==> src/rtl/alu_md_unit_pkg.sv <==
// ---------------------------------------------------------------------------
// alu_md_unit_pkg
// Shared types and helpers for the RV32M multiply/divide execute unit.
//   md_op_e    : operation code, equal to the RV funct3 field
//   md_state_e : control FSM states (IDLE, BUSY, DONE)
//   op_*       : decode helpers for operand signedness and op class
// ---------------------------------------------------------------------------
package alu_md_unit_pkg;

    typedef enum logic [2:0] {
        MD_MUL    = 3'd0,
        MD_MULH   = 3'd1,
        MD_MULHSU = 3'd2,
        MD_MULHU  = 3'd3,
        MD_DIV    = 3'd4,
        MD_DIVU   = 3'd5,
        MD_REM    = 3'd6,
        MD_REMU   = 3'd7
    } md_op_e;

    typedef enum logic [1:0] {
        ST_IDLE = 2'd0,
        ST_BUSY = 2'd1,
        ST_DONE = 2'd2
    } md_state_e;

    // rs1 is signed for MULH, MULHSU, DIV and REM. MUL only returns the low
    // half, which is identical for signed and unsigned operands, so it is
    // treated as unsigned.
    function automatic logic op_a_signed(input md_op_e op);
        return (op == MD_MULH) || (op == MD_MULHSU) || (op == MD_DIV) || (op == MD_REM);
    endfunction

    // rs2 is signed for MULH, DIV and REM only.
    function automatic logic op_b_signed(input md_op_e op);
        return (op == MD_MULH) || (op == MD_DIV) || (op == MD_REM);
    endfunction

    function automatic logic op_is_div(input md_op_e op);
        return op[2];
    endfunction

    function automatic logic op_is_rem(input md_op_e op);
        return op[2] & op[1];
    endfunction

endpackage

==> src/rtl/alu_md_unit_if.sv <==
// ---------------------------------------------------------------------------
// alu_md_unit_if
// Request/response handshake bundle of the multiply/divide unit.
//   request : in_valid, in_ready, in_op, in_a, in_b, in_tag
//   response: out_valid, out_ready, out_result, out_tag
// Modports:
//   master : the issuing side (EX stage / testbench)
//   slave  : the execute unit
// ---------------------------------------------------------------------------
interface alu_md_unit_if #(
    parameter int XLEN  = 32,
    parameter int TAG_W = 5
);
    logic             in_valid;
    logic             in_ready;
    logic [2:0]       in_op;
    logic [XLEN-1:0]  in_a;
    logic [XLEN-1:0]  in_b;
    logic [TAG_W-1:0] in_tag;

    logic             out_valid;
    logic             out_ready;
    logic [XLEN-1:0]  out_result;
    logic [TAG_W-1:0] out_tag;

    modport master (
        output in_valid, in_op, in_a, in_b, in_tag, out_ready,
        input  in_ready, out_valid, out_result, out_tag
    );

    modport slave (
        input  in_valid, in_op, in_a, in_b, in_tag, out_ready,
        output in_ready, out_valid, out_result, out_tag
    );
endinterface

==> src/rtl/alu_md_unit_div_core.sv <==
// ---------------------------------------------------------------------------
// md_div_core
// Restoring divider datapath on unsigned magnitudes, one quotient bit per
// step. The quotient register starts out holding the dividend and shifts
// quotient bits in from the right as dividend bits leave on the left.
// Ports:
//   cpu_clk, cpu_rst : clock, asynchronous active-high reset
//   load             : capture dividend/divisor, clear partial remainder
//   step             : perform one shift-subtract iteration
//   dividend,divisor : unsigned magnitudes
//   quotient,remainder : valid after XLEN steps
// ---------------------------------------------------------------------------
module md_div_core #(
    parameter int XLEN = 32
) (
    input  logic            cpu_clk,
    input  logic            cpu_rst,
    input  logic            load,
    input  logic            step,
    input  logic [XLEN-1:0] dividend,
    input  logic [XLEN-1:0] divisor,
    output logic [XLEN-1:0] quotient,
    output logic [XLEN-1:0] remainder
);

    logic [XLEN-1:0] rem_q, rem_d;
    logic [XLEN-1:0] quo_q, quo_d;
    logic [XLEN-1:0] dvsr_q, dvsr_d;

    // One extra bit so the shifted remainder never overflows before the
    // trial subtraction; a set MSB of the difference means "does not fit".
    logic [XLEN:0] shifted;
    logic [XLEN:0] diff;

    assign shifted = {rem_q, quo_q[XLEN-1]};
    assign diff    = shifted - {1'b0, dvsr_q};

    always_comb begin
        rem_d  = rem_q;
        quo_d  = quo_q;
        dvsr_d = dvsr_q;
        if (load) begin
            rem_d  = '0;
            quo_d  = dividend;
            dvsr_d = divisor;
        end else if (step) begin
            if (diff[XLEN]) begin
                rem_d = shifted[XLEN-1:0];
                quo_d = {quo_q[XLEN-2:0], 1'b0};
            end else begin
                rem_d = diff[XLEN-1:0];
                quo_d = {quo_q[XLEN-2:0], 1'b1};
            end
        end
    end

    always_ff @(posedge cpu_clk or posedge cpu_rst) begin
        if (cpu_rst) begin
            rem_q  <= '0;
            quo_q  <= '0;
            dvsr_q <= '0;
        end else begin
            rem_q  <= rem_d;
            quo_q  <= quo_d;
            dvsr_q <= dvsr_d;
        end
    end

    assign quotient  = quo_q;
    assign remainder = rem_q;

endmodule

==> src/rtl/alu_md_unit.sv <==
// ---------------------------------------------------------------------------
// alu_md_unit
// Multi-cycle RV32M multiply/divide execute unit. Operands are reduced to
// magnitudes at accept; multiply uses an iterative shift-add (or a single
// combinational product when MUL_FAST=1), divide uses md_div_core. The
// result sign is applied once at the end.
// Ports:
//   cpu_clk, cpu_rst : clock, asynchronous active-high reset
//   md (slave)       : request/response handshake bundle
//   flush            : kill any in-flight operation, blocks accept in IDLE
//   busy             : high whenever the FSM is not IDLE (EX stall)
// Timing (accept at edge T):
//   iterative : XLEN step edges, then one sign-fixup edge -> DONE at T+XLEN+1
//   fast/special : precomputed at accept, DONE at T+1
// ---------------------------------------------------------------------------
module alu_md_unit
    import alu_md_unit_pkg::*;
#(
    parameter int XLEN     = 32,
    parameter int TAG_W    = 5,
    parameter int MUL_FAST = 0
) (
    input  logic         cpu_clk,
    input  logic         cpu_rst,
    alu_md_unit_if.slave md,
    input  logic         flush,
    output logic         busy
);

    localparam int              CNT_W    = $clog2(XLEN) + 1;
    localparam logic [CNT_W-1:0] CNT_LAST = CNT_W'(XLEN);
    localparam logic [XLEN-1:0] MOST_NEG = {1'b1, {(XLEN-1){1'b0}}};

    md_state_e        state_q, state_d;
    md_op_e           op_q, op_d;
    logic [TAG_W-1:0] tag_q, tag_d;
    logic             neg_q, neg_d;
    logic             fast_q, fast_d;
    logic [CNT_W-1:0] cnt_q, cnt_d;
    logic [2*XLEN-1:0] prod_q, prod_d;
    logic [XLEN-1:0]  mcand_q, mcand_d;
    logic [XLEN-1:0]  res_q, res_d;
    logic [XLEN-1:0]  out_result_q, out_result_d;
    logic [TAG_W-1:0] out_tag_q, out_tag_d;

    // ------------------------------------------------------------------
    // Request decode
    // ------------------------------------------------------------------
    md_op_e          in_op;
    logic            in_ready;
    logic            accept;
    logic            a_neg, b_neg;
    logic [XLEN-1:0] a_mag, b_mag;
    logic            in_is_div, in_is_rem;
    logic            div_zero, div_ovf;
    logic            res_neg_in;
    logic            accept_fast;
    logic [XLEN-1:0] fast_mul_res;
    logic [XLEN-1:0] special_res;

    assign in_op     = md_op_e'(md.in_op);
    assign in_ready  = (state_q == ST_IDLE) && !flush;
    assign accept    = md.in_valid && in_ready;

    assign a_neg     = op_a_signed(in_op) && md.in_a[XLEN-1];
    assign b_neg     = op_b_signed(in_op) && md.in_b[XLEN-1];
    assign a_mag     = a_neg ? -md.in_a : md.in_a;
    assign b_mag     = b_neg ? -md.in_b : md.in_b;

    assign in_is_div = op_is_div(in_op);
    assign in_is_rem = op_is_rem(in_op);
    assign div_zero  = (md.in_b == '0);
    assign div_ovf   = in_is_div && op_b_signed(in_op) &&
                       (md.in_a == MOST_NEG) && (md.in_b == '1);

    // Remainder follows the dividend; product and quotient follow a XOR b.
    assign res_neg_in = in_is_rem ? a_neg : (a_neg ^ b_neg);

    generate
        if (MUL_FAST != 0) begin : g_fast_mul
            logic [2*XLEN-1:0] full_prod;
            logic [2*XLEN-1:0] signed_prod;
            assign full_prod   = {{XLEN{1'b0}}, a_mag} * {{XLEN{1'b0}}, b_mag};
            assign signed_prod = res_neg_in ? -full_prod : full_prod;
            assign fast_mul_res = (in_op == MD_MUL) ? signed_prod[XLEN-1:0]
                                                    : signed_prod[2*XLEN-1:XLEN];
        end else begin : g_iter_mul
            assign fast_mul_res = '0;
        end
    endgenerate

    // Divide-by-zero and signed overflow never enter the iterative loop.
    assign accept_fast = in_is_div ? (div_zero || div_ovf) : (MUL_FAST != 0);

    always_comb begin
        special_res = fast_mul_res;
        if (in_is_div) begin
            if (div_zero) begin
                special_res = in_is_rem ? md.in_a : '1;
            end else begin
                special_res = in_is_rem ? '0 : md.in_a;
            end
        end
    end

    // ------------------------------------------------------------------
    // Iterative multiply step: prod_q holds {partial high, remaining
    // multiplier bits}; each step conditionally adds the multiplicand into
    // the high half and shifts the whole register right by one.
    // ------------------------------------------------------------------
    logic [XLEN:0]     mul_sum;
    logic [2*XLEN-1:0] prod_step;

    assign mul_sum   = {1'b0, prod_q[2*XLEN-1:XLEN]} +
                       {1'b0, (prod_q[0] ? mcand_q : {XLEN{1'b0}})};
    assign prod_step = {mul_sum, prod_q[XLEN-1:1]};

    // ------------------------------------------------------------------
    // Divider datapath
    // ------------------------------------------------------------------
    logic            div_load, div_step;
    logic [XLEN-1:0] div_quo, div_rem;

    md_div_core #(.XLEN(XLEN)) u_div (
        .cpu_clk   (cpu_clk),
        .cpu_rst   (cpu_rst),
        .load      (div_load),
        .step      (div_step),
        .dividend  (a_mag),
        .divisor   (b_mag),
        .quotient  (div_quo),
        .remainder (div_rem)
    );

    // ------------------------------------------------------------------
    // Sign fixup of the finished magnitude result
    // ------------------------------------------------------------------
    logic [2*XLEN-1:0] prod_signed;
    logic [XLEN-1:0]   mul_final, div_final, iter_final;

    assign prod_signed = neg_q ? -prod_q : prod_q;
    assign mul_final   = (op_q == MD_MUL) ? prod_signed[XLEN-1:0]
                                          : prod_signed[2*XLEN-1:XLEN];
    assign div_final   = op_is_rem(op_q) ? (neg_q ? -div_rem : div_rem)
                                         : (neg_q ? -div_quo : div_quo);
    assign iter_final  = op_is_div(op_q) ? div_final : mul_final;

    // ------------------------------------------------------------------
    // Control FSM: next state and datapath updates
    // ------------------------------------------------------------------
    always_comb begin
        state_d      = state_q;
        op_d         = op_q;
        tag_d        = tag_q;
        neg_d        = neg_q;
        fast_d       = fast_q;
        cnt_d        = cnt_q;
        prod_d       = prod_q;
        mcand_d      = mcand_q;
        res_d        = res_q;
        out_result_d = out_result_q;
        out_tag_d    = out_tag_q;
        div_load     = 1'b0;
        div_step     = 1'b0;

        unique case (state_q)
            ST_IDLE: begin
                if (accept) begin
                    state_d  = ST_BUSY;
                    op_d     = in_op;
                    tag_d    = md.in_tag;
                    neg_d    = res_neg_in;
                    fast_d   = accept_fast;
                    res_d    = special_res;
                    cnt_d    = '0;
                    prod_d   = {{XLEN{1'b0}}, a_mag};
                    mcand_d  = b_mag;
                    div_load = 1'b1;
                end
            end

            ST_BUSY: begin
                if (flush) begin
                    state_d = ST_IDLE;
                end else if (fast_q) begin
                    state_d      = ST_DONE;
                    out_result_d = res_q;
                    out_tag_d    = tag_q;
                end else if (cnt_q == CNT_LAST) begin
                    // All XLEN steps are in; this edge only applies the sign.
                    state_d      = ST_DONE;
                    out_result_d = iter_final;
                    out_tag_d    = tag_q;
                end else begin
                    cnt_d = cnt_q + 1'b1;
                    if (op_is_div(op_q)) begin
                        div_step = 1'b1;
                    end else begin
                        prod_d = prod_step;
                    end
                end
            end

            ST_DONE: begin
                if (flush || md.out_ready) begin
                    state_d = ST_IDLE;
                end
            end

            default: begin
                state_d = ST_IDLE;
            end
        endcase
    end

    always_ff @(posedge cpu_clk or posedge cpu_rst) begin
        if (cpu_rst) begin
            state_q      <= ST_IDLE;
            op_q         <= MD_MUL;
            tag_q        <= '0;
            neg_q        <= 1'b0;
            fast_q       <= 1'b0;
            cnt_q        <= '0;
            prod_q       <= '0;
            mcand_q      <= '0;
            res_q        <= '0;
            out_result_q <= '0;
            out_tag_q    <= '0;
        end else begin
            state_q      <= state_d;
            op_q         <= op_d;
            tag_q        <= tag_d;
            neg_q        <= neg_d;
            fast_q       <= fast_d;
            cnt_q        <= cnt_d;
            prod_q       <= prod_d;
            mcand_q      <= mcand_d;
            res_q        <= res_d;
            out_result_q <= out_result_d;
            out_tag_q    <= out_tag_d;
        end
    end

    // ------------------------------------------------------------------
    // Outputs
    // ------------------------------------------------------------------
    assign md.in_ready   = in_ready;
    assign md.out_valid  = (state_q == ST_DONE);
    assign md.out_result = out_result_q;
    assign md.out_tag    = out_tag_q;
    assign busy          = (state_q != ST_IDLE);

endmodule

==> src/flat_wrapper.sv <==
// flat-port wrapper written by rule: the top's interface ports become plain ports
module alu_md_unit_flat import alu_md_unit_pkg::*;
#(
    parameter int XLEN     = 32,
    parameter int TAG_W    = 5,
    parameter int MUL_FAST = 0
)
  (cpu_clk, cpu_rst, flush, busy, md_in_valid, md_in_op, md_in_a, md_in_b, md_in_tag, md_out_ready, md_in_ready, md_out_valid, md_out_result, md_out_tag);
  alu_md_unit_if #(.XLEN(XLEN), .TAG_W(TAG_W)) md_i ();
  input  logic cpu_clk;
  input  logic cpu_rst;
  input  logic flush;
  output logic busy;
  input wire logic [$bits(md_i.in_valid)-1:0] md_in_valid;
  input wire logic [$bits(md_i.in_op)-1:0] md_in_op;
  input wire logic [$bits(md_i.in_a)-1:0] md_in_a;
  input wire logic [$bits(md_i.in_b)-1:0] md_in_b;
  input wire logic [$bits(md_i.in_tag)-1:0] md_in_tag;
  input wire logic [$bits(md_i.out_ready)-1:0] md_out_ready;
  output wire logic [$bits(md_i.in_ready)-1:0] md_in_ready;
  output wire logic [$bits(md_i.out_valid)-1:0] md_out_valid;
  output wire logic [$bits(md_i.out_result)-1:0] md_out_result;
  output wire logic [$bits(md_i.out_tag)-1:0] md_out_tag;
  assign md_i.in_valid = md_in_valid;
  assign md_i.in_op = md_in_op;
  assign md_i.in_a = md_in_a;
  assign md_i.in_b = md_in_b;
  assign md_i.in_tag = md_in_tag;
  assign md_i.out_ready = md_out_ready;
  assign md_in_ready = md_i.in_ready;
  assign md_out_valid = md_i.out_valid;
  assign md_out_result = md_i.out_result;
  assign md_out_tag = md_i.out_tag;
  alu_md_unit #(.XLEN(XLEN), .TAG_W(TAG_W), .MUL_FAST(MUL_FAST)) u_core (.cpu_clk(cpu_clk), .cpu_rst(cpu_rst), .md(md_i), .flush(flush), .busy(busy));
endmodule
==> config.mk <==
export PLATFORM = sky130hd
export DESIGN_NAME = alu_md_unit_flat
export DESIGN_NICKNAME = d
export VERILOG_FILES = /design/src/rtl/alu_md_unit_pkg.sv /design/src/rtl/alu_md_unit_if.sv /design/src/rtl/alu_md_unit_div_core.sv /design/src/rtl/alu_md_unit.sv /design/src/flat_wrapper.sv
export SDC_FILE = /design/constraint.sdc
export NUM_CORES = 1
export LEC_CHECK = 0
export ABC_AREA = 1
export CAP_MARGIN = 20
export CORE_MARGIN = 3
export CORE_UTILIZATION = 50
export CTS_CLUSTER_DIAMETER = 30
export DETAILED_ROUTE_END_ITERATION = 16
export GPL_ROUTABILITY_DRIVEN = 0
export PLACE_DENSITY = 0.71
export SLEW_MARGIN = 20
export SYNTH_ARGS = -nofsm -noshare
export SYNTH_HDL_FRONTEND = slang
export SYNTH_HIERARCHICAL = 1
export SYNTH_SLANG_ARGS = --single-unit
==> constraint.sdc <==
create_clock -name cpu_clk -period 5.93 [get_ports cpu_clk]
set_input_delay 0.8895 -clock cpu_clk [delete_from_list [all_inputs] [get_ports cpu_clk]]
set_output_delay 0.8895 -clock cpu_clk [all_outputs]
set_load 0.1 [all_outputs]
==> impl_metrics.toml <==
[detailed_routing]
ant_nets = 0
vias = 25980
met2WireLength_microns = 36950
firstDrtPassIters = 7
drc = 0
drt_iter0_drc = 3138
routed.top_layer = "met5"
wl_microns = 85840
routedWlPerCell_microns = 18.62
routed_via_density = 5.635
drt-met1-wl_microns = 35830
route.met3.wl_microns = 9519

[yosys]
syn_area_per_cell_sq_um = 6.201
syn-instance-count = 3862
synth-compound-area-share_pct = 13.59
synth-edff-count = 0
ys.flop_type = "dfrtp_1"
synth_top_family_by_area = "simple AND/OR/NAND/NOR gates"
synth.area.mux_share_pct = 0.1306
synth_async_sr_flop_share_pct = 100.0
ys_seq_area_share_pct = 29.15
ys_warn_count = 6
synth-xor-area-share_pct = 3.129
synth_nets = 4013
ys_ff_latch = 279
syn_area_sq_um = 23950
yosysUniqueCellTypes = 56
synthSimpleGateAreaFrac_pct = 39.33
synthAdderAreaFrac_pct = 3.929

[place]
placed_cells = 4482
dp_worst_setup_slack_ns = 1.660
hpwl_microns = 65610
io_buffers = 116

[power]
clkPwrFrac_pct = 21.5
ir_drop_uv = 475.5
p_comb_share_pct = 58.0
internal_power_mw = 8.409
p_switching_mw = 9.530
p_sw_share_pct = 53.12
seq_power_share_pct = 20.4
powerDensity_nw_per_um2 = 643.8
p_leak_nw = 14.25
power_mw = 17.94

[critical_path]
r2r_end = "u_core/u_div/remainder[23]$_DFFE_PP0P_"
reg2reg_setup_slack_ns = 2.46
critPathLaunchType = "primary input"
critPathCaptureType = "register"
crit_type = "in2reg"
crit_required_ns = 6.44
r2r_start = "u_core/state_q[0]$_DFFE_PP0P_"
arrival_ns = 4.32
reg2reg_depth = 13
critical_path.max_fanout = 34

[timing]
rsz0062_at_grt = "false"
maxSlewHeadroom_pct = 27.09
timing.hold.ws_ns = 0.4693
setup-violations-final = 0
drv_slew = 0
worst_pin_slew_ns = 1.090
skew_ns = 0.02544
fmax_mhz = 262.9
fin_ws_ns = 2.126
post-route-period-util_pct = 64.15
final-hold-violation-count = 0
setup_tns_ns = 0
fin_crit_ns = 3.804

[final_layout]
fillCellCount = 4492
drive_gt1_share_pct = 6.995
syn_to_final_growth_pct = 16.35
final_cell_count_no_fill = 4611
layout.nets = 4099
multiInputGateArea_sq_um = 14420
seq_area_sq_um = 6985

[floorplanning]
floorplan.die_area_sq_um = 50560
die_w_microns = 224.9
rows = 79
start_util_pct = 51.01
io_pins = 117
fp.dieH_microns = 224.9
fp.coreArea_sq_um = 46950

[grt]
track_usage_pct = 33.50
grt_pass1_vias = 23640
grt_max_degree = 142
grt_overflow_total = 0
grt_pass1_wl_microns = 132900
antenna_found_initial = 6

[clocking]
cts_tree = "built"
cts_made_buffers = 71
ctsResizeCount = 0
htree_levels = 3
post_cts_buffers = 0
clk_path_buf_depth = 3
clk_pin_slew_ns = 0.05
clock-sinks = 279
holdBufCountCts = 0
root_buffer = "clkbuf_16"
clkLatencyLatePin_ns = 0.60

[min_path]
worstHoldPathType = "reg2reg"
hold-path-cell-count = 2
holdCritStartpoint = "u_core/tag_q[4]$_DFFE_PP0P_"
min_to = "u_core/md.out_tag[4]$_DFFE_PP0P_"

[job]
drv_cap = 0

[run_status]
status = "complete, no violations"
## how the worst max path moves through the flow
| stage | from | endpoint | slack [ns] |
|---|---|---|---|
| floorplan | cpu_rst | u_core/cnt_q[0]$_DFFE_PP0P_ | 0.07 |
| global placement | flush | u_core/u_div/remainder[30]$_DFFE_PP0P_ | 1.69 |
| detailed placement | flush | u_core/u_div/remainder[21]$_DFFE_PP0P_ | 1.66 |
| CTS | flush | u_core/u_div/remainder[21]$_DFFE_PP0P_ | 2.28 |
| global route | flush | u_core/u_div/remainder[21]$_DFFE_PP0P_ | 1.84 |
| finish | flush | u_core/u_div/remainder[23]$_DFFE_PP0P_ | 2.13 |
## area by class of cell
type,instances,area share (%)
diodes,1,0.008981
clock buffers,90,6.965
clock inverters,38,1.621
inverters,515,6.983
multi-input cells,2942,51.75
flip-flops and latches,279,25.07
well taps,607,2.726
repair buffers,139,4.877
## kinds of logic (layout without fill, tap and decap cells)
logic type,after synthesis,count (layout)
muxes,3,3
DFF,279,279
AOI/OAI and AO/OA,554,554
and+or+nand+nor,2228,2228
xor gates and xnor gates,83,83
adders and majority gates,74,74
other,0,1
buffers and inverters,641,782
## sequential cells by signal (all words and copies together) (netlist names)
| name | cells |
|---|---|
| u_core/u_div/quotient | 32 |
| u_core/tag_q | 5 |
| u_core/op_q | 3 |
| u_core/neg_q | 1 |
| u_core/md.out_tag | 5 |
| u_core/prod_q | 64 |
| u_core/u_div/dvsr_q | 32 |
| u_core/u_div/remainder | 32 |
| u_core/md.out_result | 32 |
| u_core/state_q | 2 |
| u_core/res_q | 32 |
| u_core/cnt_q | 6 |
| u_core/mcand_q | 32 |
| u_core/fast_q | 1 |
## cells in the final DEF (no fill, tap or decap), types with 8 or more instances in the layout
cell / n
a21oi_1: 141
o21bai_1: 21
clkbuf_16: 73
nand3_1: 299
nand2_1: 1332
o21ai_1: 19
xnor2_1: 24
bufinv_16: 8
clkdlybuf4s50_1: 116
clkbuf_1: 12
nand2_2: 20
nor3_1: 23
o221ai_1: 14
buf_4: 21
o21ai_2: 12
nor4_1: 13
ha_1: 72
inv_2: 16
nand3_2: 15
dfrtp_1: 278
and2_1: 11
nor2_2: 15
nand4_1: 41
xor2_1: 56
clkinv_2: 11
o21ai_0: 215
a22oi_1: 31
nand2_4: 9
nor2_1: 393
o22ai_1: 28
clkinvlp_4: 8
nor2_4: 12
nand3b_1: 13
or2_2: 18
inv_1: 493
o211ai_1: 43
## routing by layer
metal | up-vias | track usage [%]
li1 | 12560 | -
met1 | 11920 | 45.80
met2 | 1272 | 50.43
met3 | 222 | 9.906
met4 | 8 | 12.32
met5 | - | 0
## synth_stat cells, types with 19 or more instances
master / count / area share, %
nand2_2: 20 / 0.52
o211ai_1: 43 / 1.3
nor2_1: 396 / 6.2
xnor2_1: 24 / 0.88
dfrtp_1: 279 / 29
buf_2: 41 / 0.86
nand3_1: 299 / 6.2
nor3_1: 24 / 0.50
clkbuf_1: 61 / 0.96
a22oi_1: 31 / 0.97
xor2_1: 56 / 2.0
nand2_1: 1332 / 21
o21bai_1: 21 / 0.66
o22ai_1: 28 / 0.73
a21oi_1: 141 / 2.9
o21ai_1: 19 / 0.40
nand4_1: 41 / 1.1
ha_1: 72 / 3.8
inv_1: 495 / 7.8
o21ai_0: 215 / 4.5
## stage by stage
step / util (%) / instance area [sq um]
2_1_floorplan: - / 23950
3_3_place_gp: 54.25 / 25470
3_5_place_dp: 54.25 / 25470
4_1_cts: 59.34 / 27860
5_1_grt: 59.34 / 27860
6_report: 59.35 / 27860
## power by group through the flow
stage                     logic, mW  registers, mW  clock network (mW)
after global routing           11.4           3.74                4.02
final                          10.4           3.67                3.86
after detailed placement       10.1           3.64                   0
after floorplan                6.77           4.11                   0
after CTS                      10.1           3.64                3.90
after global placement         9.98           3.64                   0
## critical path, cell delays in order
cell and delay [ns]:
clkdlybuf4s50_1 0.52, nor2_4 0.16, nand2_2 0.25, nand2_1 0.23, nand2_1 0.14, nor3_1 0.72, nor2_4 0.06, nor2_4 0.69
nand3_2 0.37, nand2_1 0.14, nand2_1 0.06, nand2_1 0.06
(Power assumes the default switching activity.)
